$ cat config.mk
export PLATFORM = sky130hd
export DESIGN_NAME = knight_cmd_link
export DESIGN_NICKNAME = d
export VERILOG_FILES = /design/src/rtl/knight_cmd_link.sv
export SDC_FILE = /design/constraint.sdc
export NUM_CORES = 1
export LEC_CHECK = 0
export ABC_AREA = 0
export BUFFER_PORTS_ARGS = -buffer_cell sky130_fd_sc_hd__buf_2
export CAP_MARGIN = 30
export CORE_MARGIN = 2
export CORE_UTILIZATION = 55
export CTS_BUF_LIST = sky130_fd_sc_hd__clkbuf_8
export CTS_CLUSTER_DIAMETER = 100
export CTS_CLUSTER_SIZE = 28
export DETAILED_ROUTE_END_ITERATION = 7
export HOLD_SLACK_MARGIN = 0.1
export PLACE_DENSITY = 0.71
export SLEW_MARGIN = 20
export SYNTH_ARGS = -nofsm -noshare
export SYNTH_HDL_FRONTEND = slang
export SYNTH_SLANG_ARGS = --single-unit
$ cat constraint.sdc
create_clock -name clk -period 8.6 [get_ports clk]
set_input_delay 0.86 -clock clk [delete_from_list [all_inputs] [get_ports clk]]
set_output_delay 0.86 -clock clk [all_outputs]
set_load 0.005 [all_outputs]
$ cat src/rtl/knight_cmd_link.sv
// rtl/knight_cmd_link.sv - Knight's Tour UART command link endpoint
module knight_cmd_link #(
    parameter int BAUD_DIV     = 2604,
    parameter int BYTE_TIMEOUT = 65536
) (
    input  logic        clk,
    input  logic        rst,
    input  logic        RX,
    output logic        TX,
    output logic [15:0] cmd,
    output logic        cmd_rdy,
    input  logic        clr_cmd_rdy,
    input  logic [7:0]  resp,
    input  logic        trmt,
    output logic        tx_done
);

    localparam int BW = $clog2(BAUD_DIV);
    localparam int TW = $clog2(BYTE_TIMEOUT + 1);
    localparam logic [BW-1:0] BAUD_LAST = BW'(BAUD_DIV - 1);
    localparam logic [BW-1:0] HALF_LAST = BW'(BAUD_DIV / 2 - 1);
    localparam logic [TW-1:0] TMO_MAX   = TW'(BYTE_TIMEOUT);

    typedef enum logic [1:0] {RX_IDLE, RX_START, RX_DATA, RX_STOP} rx_state_t;
    typedef enum logic       {AS_HIGH, AS_LOW}                     as_state_t;
    typedef enum logic       {TX_IDLE, TX_BUSY}                    tx_state_t;

    logic            rx_meta_q, rx_sync_q, rx_prev_q;
    rx_state_t       rx_state_q, rx_state_d;
    logic [BW-1:0]   rx_cnt_q, rx_cnt_d;
    logic [2:0]      rx_bits_q, rx_bits_d;
    logic [7:0]      rx_shift_q, rx_shift_d;
    logic            byte_rdy_q, byte_rdy_d;

    as_state_t       as_state_q, as_state_d;
    logic [7:0]      hi_buf_q, hi_buf_d;
    logic [TW-1:0]   tmo_q, tmo_d;
    logic [15:0]     cmd_q, cmd_d;
    logic            cmd_rdy_q, cmd_rdy_d;

    tx_state_t       tx_state_q, tx_state_d;
    logic [BW-1:0]   tx_cnt_q, tx_cnt_d;
    logic [3:0]      tx_bits_q, tx_bits_d;
    logic [8:0]      tx_shift_q, tx_shift_d;
    logic            tx_line_q, tx_line_d;
    logic            tx_done_q, tx_done_d;

    // Two-flop synchronizer plus a delayed copy for falling-edge detection; idle-high on reset
    always_ff @(posedge clk or posedge rst) begin
        if (rst) begin
            rx_meta_q <= 1'b1;
            rx_sync_q <= 1'b1;
            rx_prev_q <= 1'b1;
        end else begin
            rx_meta_q <= RX;
            rx_sync_q <= rx_meta_q;
            rx_prev_q <= rx_sync_q;
        end
    end

    // Receiver next state: mid-bit sampling, glitch rejection in START, framing check in STOP
    always_comb begin
        rx_state_d = rx_state_q;
        rx_cnt_d   = rx_cnt_q;
        rx_bits_d  = rx_bits_q;
        rx_shift_d = rx_shift_q;
        byte_rdy_d = 1'b0;
        case (rx_state_q)
            RX_IDLE: begin
                if (rx_prev_q && !rx_sync_q) begin
                    rx_state_d = RX_START;
                    rx_cnt_d   = HALF_LAST;
                end
            end
            RX_START: begin
                if (rx_cnt_q == '0) begin
                    if (rx_sync_q) begin
                        rx_state_d = RX_IDLE;
                    end else begin
                        rx_state_d = RX_DATA;
                        rx_cnt_d   = BAUD_LAST;
                        rx_bits_d  = 3'd0;
                    end
                end else begin
                    rx_cnt_d = rx_cnt_q - BW'(1);
                end
            end
            RX_DATA: begin
                if (rx_cnt_q == '0) begin
                    rx_shift_d = {rx_sync_q, rx_shift_q[7:1]};
                    rx_cnt_d   = BAUD_LAST;
                    if (rx_bits_q == 3'd7) begin
                        rx_state_d = RX_STOP;
                    end else begin
                        rx_bits_d = rx_bits_q + 3'd1;
                    end
                end else begin
                    rx_cnt_d = rx_cnt_q - BW'(1);
                end
            end
            default: begin
                if (rx_cnt_q == '0) begin
                    byte_rdy_d = rx_sync_q;
                    rx_state_d = RX_IDLE;
                end else begin
                    rx_cnt_d = rx_cnt_q - BW'(1);
                end
            end
        endcase
    end

    // Receiver state register
    always_ff @(posedge clk or posedge rst) begin
        if (rst) begin
            rx_state_q <= RX_IDLE;
            rx_cnt_q   <= '0;
            rx_bits_q  <= 3'd0;
            rx_shift_q <= 8'h00;
            byte_rdy_q <= 1'b0;
        end else begin
            rx_state_q <= rx_state_d;
            rx_cnt_q   <= rx_cnt_d;
            rx_bits_q  <= rx_bits_d;
            rx_shift_q <= rx_shift_d;
            byte_rdy_q <= byte_rdy_d;
        end
    end

    // Assembler next state: pair bytes high-then-low, drop a stale high byte on timeout
    always_comb begin
        as_state_d = as_state_q;
        hi_buf_d   = hi_buf_q;
        tmo_d      = tmo_q;
        cmd_d      = cmd_q;
        cmd_rdy_d  = cmd_rdy_q;
        if (clr_cmd_rdy) begin
            cmd_rdy_d = 1'b0;
        end
        case (as_state_q)
            AS_HIGH: begin
                if (byte_rdy_q) begin
                    hi_buf_d   = rx_shift_q;
                    tmo_d      = '0;
                    cmd_rdy_d  = 1'b0;
                    as_state_d = AS_LOW;
                end
            end
            default: begin
                if (byte_rdy_q) begin
                    cmd_d      = {hi_buf_q, rx_shift_q};
                    cmd_rdy_d  = 1'b1;
                    as_state_d = AS_HIGH;
                end else if (tmo_q == TMO_MAX) begin
                    as_state_d = AS_HIGH;
                end else begin
                    tmo_d = tmo_q + TW'(1);
                end
            end
        endcase
    end

    // Assembler state register
    always_ff @(posedge clk or posedge rst) begin
        if (rst) begin
            as_state_q <= AS_HIGH;
            hi_buf_q   <= 8'h00;
            tmo_q      <= '0;
            cmd_q      <= 16'h0000;
            cmd_rdy_q  <= 1'b0;
        end else begin
            as_state_q <= as_state_d;
            hi_buf_q   <= hi_buf_d;
            tmo_q      <= tmo_d;
            cmd_q      <= cmd_d;
            cmd_rdy_q  <= cmd_rdy_d;
        end
    end

    // Transmitter next state: start bit driven on accept, then data LSB first and stop bit
    always_comb begin
        tx_state_d = tx_state_q;
        tx_cnt_d   = tx_cnt_q;
        tx_bits_d  = tx_bits_q;
        tx_shift_d = tx_shift_q;
        tx_line_d  = tx_line_q;
        tx_done_d  = tx_done_q;
        case (tx_state_q)
            TX_IDLE: begin
                if (trmt) begin
                    tx_line_d  = 1'b0;
                    tx_shift_d = {1'b1, resp};
                    tx_bits_d  = 4'd0;
                    tx_cnt_d   = BAUD_LAST;
                    tx_done_d  = 1'b0;
                    tx_state_d = TX_BUSY;
                end
            end
            default: begin
                if (tx_cnt_q == '0) begin
                    if (tx_bits_q == 4'd9) begin
                        tx_line_d  = 1'b1;
                        tx_done_d  = 1'b1;
                        tx_state_d = TX_IDLE;
                    end else begin
                        tx_line_d  = tx_shift_q[0];
                        tx_shift_d = {1'b1, tx_shift_q[8:1]};
                        tx_bits_d  = tx_bits_q + 4'd1;
                        tx_cnt_d   = BAUD_LAST;
                    end
                end else begin
                    tx_cnt_d = tx_cnt_q - BW'(1);
                end
            end
        endcase
    end

    // Transmitter state register; line idles high
    always_ff @(posedge clk or posedge rst) begin
        if (rst) begin
            tx_state_q <= TX_IDLE;
            tx_cnt_q   <= '0;
            tx_bits_q  <= 4'd0;
            tx_shift_q <= 9'h1FF;
            tx_line_q  <= 1'b1;
            tx_done_q  <= 1'b0;
        end else begin
            tx_state_q <= tx_state_d;
            tx_cnt_q   <= tx_cnt_d;
            tx_bits_q  <= tx_bits_d;
            tx_shift_q <= tx_shift_d;
            tx_line_q  <= tx_line_d;
            tx_done_q  <= tx_done_d;
        end
    end

    assign TX      = tx_line_q;
    assign cmd     = cmd_q;
    assign cmd_rdy = cmd_rdy_q;
    assign tx_done = tx_done_q;

endmodule

==> impl_metrics.prom <==
# TYPE chip_impl_metric gauge
chip_impl_info{name="run_status",value="complete, no violations"} 1
chip_impl_info{name="post_synth_most_frequent_cells",value="sky130_fd_sc_hd__dfrtp_1, sky130_fd_sc_hd__nand2_1, sky130_fd_sc_hd__nor2_1"} 1
chip_impl_metric{name="report.final.setup_viol",unit=""} 0
chip_impl_info{name="cts_tree",value="done"} 1
chip_impl_metric{name="critPathArrivalTime",unit="ns"} 3.00
chip_impl_metric{name="critPathMaxStageDelay",unit="ns"} 0.66
chip_impl_metric{name="slew_violations",unit=""} 0
chip_impl_info{name="min_from",value="rx_meta_q$_DFF_PP1_"} 1
chip_impl_metric{name="drc",unit=""} 0
chip_impl_metric{name="detailed_place.area",unit="µm²"} 5070
chip_impl_metric{name="post-route-period-util",unit="%"} 31.5
chip_impl_metric{name="netlist.area_leader.share",unit="%"} 45.4
chip_impl_metric{name="cts_buffers",unit=""} 9
chip_impl_metric{name="number_of_global_route_vias_before_repair",unit=""} 3564
chip_impl_metric{name="synth_seq_area_share",unit="%"} 52.0
chip_impl_metric{name="worstMarginPinSlew",unit="ns"} 0.832
chip_impl_metric{name="core_region",unit="µm²"} 8590
chip_impl_metric{name="grt-ovfl-total",unit=""} 0
chip_impl_metric{name="maximum_number_of_pins_on_one_net_before_global_route_repair",unit=""} 61
chip_impl_metric{name="detail_route.wirelength",unit="µm"} 9050
chip_impl_info{name="hold_path_class",value="reg -> reg"} 1
chip_impl_metric{name="floorplan.die.width",unit="µm"} 97.4
chip_impl_info{name="worst_setup_path_start_kind",value="register"} 1
chip_impl_metric{name="synthCells",unit=""} 464
chip_impl_metric{name="slew_headroom",unit="%"} 44.5
chip_impl_metric{name="cts.hold.buffers_added",unit=""} 0
chip_impl_metric{name="layout-area-overhead-vs-synth",unit="%"} 9.55
chip_impl_info{name="critPathTopFamily",value="simple AND/OR/NAND/NOR gates"} 1
chip_impl_metric{name="cts_sinks",unit=""} 99
chip_impl_metric{name="post-place-ws",unit="ns"} 5.91
chip_impl_metric{name="final_antenna_diode_count",unit=""} 0
chip_impl_metric{name="drt_iter0_drc",unit=""} 142
chip_impl_metric{name="ctsLongestPathBuffers",unit=""} 2
chip_impl_metric{name="worst_setup_hold_path_clk_slew",unit="ns"} 0.10
chip_impl_metric{name="ctsHtreeMaxLevel",unit=""} 3
chip_impl_metric{name="route.antenna.remaining_nets",unit=""} 0
chip_impl_metric{name="postCtsResizedCells",unit=""} 0
chip_impl_metric{name="worst_ep_required_time",unit="ns"} 8.89
chip_impl_metric{name="post-route-cell-area",unit="µm²"} 5260
chip_impl_metric{name="max_cap_violations",unit=""} 0
chip_impl_metric{name="cp_num_buf_inv",unit=""} 1
chip_impl_metric{name="floorplan.die.height",unit="µm"} 97.4
chip_impl_metric{name="synth_nets",unit=""} 491
chip_impl_metric{name="post_drt_via_cell_ratio",unit=""} 5.83
chip_impl_metric{name="buffers_on_ports",unit=""} 31
chip_impl_info{name="synth_top_cells_by_area",value="sky130_fd_sc_hd__dfrtp_1, sky130_fd_sc_hd__dfstp_2, sky130_fd_sc_hd__mux2_2"} 1
chip_impl_metric{name="globalplace.congestion",unit=""} 0.830
chip_impl_info{name="critical_path.slowest_cell",value="sky130_fd_sc_hd__or4b_2"} 1
chip_impl_metric{name="ys.warnings.count",unit=""} 0
chip_impl_metric{name="hold_viol",unit=""} 0
chip_impl_metric{name="place_hpwl",unit="µm"} 6230
chip_impl_metric{name="post_layout_nets",unit=""} 521
chip_impl_metric{name="initial_core_util",unit="%"} 55.8
chip_impl_metric{name="route.vias.total",unit=""} 3540
chip_impl_info{name="crit_path_end_kind",value="register"} 1
chip_impl_metric{name="syn_area",unit="µm²"} 4800
chip_impl_info{name="synth_most_common_cell",value="sky130_fd_sc_hd__dfrtp_1"} 1
chip_impl_metric{name="first_pass_iteration_count_of_the_detailed_router",unit=""} 4
chip_impl_metric{name="leakage",unit="nW"} 2.58
chip_impl_metric{name="layoutNonFillerInstCount",unit=""} 607
chip_impl_metric{name="postLayoutSetupSlackWorst",unit="ns"} 5.89
chip_impl_info{name="clockRootBuffer",value="sky130_fd_sc_hd__clkbuf_8"} 1
chip_impl_metric{name="worst_ir_drop_vdd",unit="mV"} 0.144
chip_impl_info{name="crit_path_cell_trace",value="inv_1, ha_1, or4b_2, or4_4, a21oi_4, nor3_1, a21oi_1"} 1
chip_impl_metric{name="max_clock_freq",unit="MHz"} 369
chip_impl_info{name="reg2reg_from",value="tx_cnt_q[1]$_DFFE_PP0P_"} 1
chip_impl_metric{name="wire_length_of_the_first_global_routing_pass",unit="µm"} 16100
chip_impl_info{name="yosysTopAreaCell",value="sky130_fd_sc_hd__dfrtp_1"} 1
chip_impl_info{name="setup.worst_path.class",value="reg -> reg"} 1
chip_impl_metric{name="final_period_minus_worst_setup_slack",unit="ns"} 2.71
chip_impl_metric{name="tns",unit="ns"} 0
chip_impl_metric{name="clock_insertion_delay_worst_skew",unit="ns"} 0.37
chip_impl_metric{name="post_synth.cell_area_avg",unit="µm²"} 10.3
chip_impl_metric{name="crit_path_max_fanout",unit=""} 21
chip_impl_metric{name="synth_edf_count",unit=""} 0
chip_impl_metric{name="avg_wl_per_cell",unit="µm"} 14.9
chip_impl_metric{name="post_cts_buffers",unit=""} 0
chip_impl_info{name="worstSetupStartpoint",value="tx_cnt_q[1]$_DFFE_PP0P_"} 1
chip_impl_metric{name="synth-seq-cells",unit=""} 99
chip_impl_metric{name="die_area",unit="µm²"} 9480
chip_impl_info{name="synth_ff_type",value="sky130_fd_sc_hd__dfrtp_1"} 1
chip_impl_metric{name="floorplan.rows",unit=""} 34
chip_impl_metric{name="fin_skew",unit="ns"} 0.00767
chip_impl_metric{name="synth.distinct_cells",unit=""} 53
chip_impl_metric{name="synthArstFlopShare",unit="%"} 100
chip_impl_metric{name="top_level_ports",unit=""} 32
chip_impl_info{name="rsz_0062_raised_after_global_routing",value="false"} 1
chip_impl_metric{name="drive_gt1_share",unit="%"} 21.2
chip_impl_metric{name="pwr_density_cell",unit="nW/µm²"} 248
chip_impl_metric{name="track_usage",unit="%"} 20.5
chip_impl_metric{name="dpl.cell_count",unit=""} 591
chip_impl_metric{name="antenna_found_initial",unit=""} 0
[path summary, 6_finish.rpt]
path	end	slack, ns	depth (start not counted)
max	tx_cnt_q[11]$_DFFE_PP0P_	5.89	7
min	rx_sync_q$_DFF_PP1_	0.37	0
max reg2reg	tx_cnt_q[11]$_DFFE_PP0P_	5.89	7
min reg2reg	rx_sync_q$_DFF_PP1_	0.37	0
max in group asynchronous	rx_prev_q$_DFF_PP1_	7.24	4
min in group asynchronous	tx_bits_q[2]$_DFFE_PP0P_	0.41	2
[cell usage in the layout, fill, tap and decap left out, drive strengths merged, types with 4 or more instances in the layout]
cell	netlist	layout
a21o	4	4
a21oi	23	23
a22o	5	5
a31oi	6	6
and3	6	6
buf	3	36
clkbuf	14	9
dfrtp	87	87
dfstp	12	12
ha	14	14
inv	26	28
mux2	24	24
mux2i	12	12
nand2	48	48
nand2b	8	8
nand3	10	10
nand4	4	4
nor2	39	39
nor3	14	14
nor4	11	11
o21ai	28	28
o22a	5	5
o31ai	7	7
or2	4	4
or3	5	5
or4	4	4
xnor2	11	11
[cell families after synthesis]
kind of cell / Yosys count / share of synthesized area [%]
AO/OA/AOI/OAI: 94 / 13.3
multiplexers: 36 / 8.14
buffers and inverters: 43 / 3.63
AND/OR/NAND/NOR: 166 / 17.1
flip-flops: 99 / 52.0
adder cells (fa/ha/maj): 14 / 3.65
XOR/XNOR: 12 / 2.19
[report_power, final]
group          total (mW)  internal [mW]  leakage, nW  switching (mW)
Clock               0.285          0.110       0.0855           0.175
Sequential          0.636          0.556         1.29          0.0796
Combinational       0.384          0.163         1.20           0.221
[layout make-up]
class	count	area, µm²
timing repair buffer	36	210
fill	728	3340
inverter	26	100
clock buffer	9	124
multi-input combinational	322	2130
tap	108	135
clock inverter	7	62.6
sequential	99	2490
[registers in the layout, summed over array words and instances (netlist names), 2 cells and up]
register    flops
hi_buf_q        8
rx_shift_q      8
rx_state_q      2
cmd            16
tmo_q          17
tx_bits_q       4
rx_cnt_q       12
tx_shift_q      8
tx_cnt_q       12
rx_bits_q       3
[metrics by stage]
| stage | power (mW) | hold WS (ns) | utilization, % |
|---|---|---|---|
| finish | 1.30 | 0.367 | 61.2 |
| global route | 1.40 | 0.380 | 61.2 |
| CTS | 1.32 | 0.370 | 61.2 |
| detailed placement | 1.03 | 0.349 | 59.0 |
| global placement | 1.00 | 0.347 | 58.5 |
| floorplan | 0.934 | 0.345 | - |
[routing by layer]
metal  vias to the layer above  global-route usage, %  wire, µm
li1                       1710                      -         -
met1                      1758                   26.5      4180
met2                        63                   34.2      4430
met3                         9                   4.96       317
met4                         0                   6.41       122
met5                         -                      0         0
Note: power is estimated with default switching activity, not from simulation.
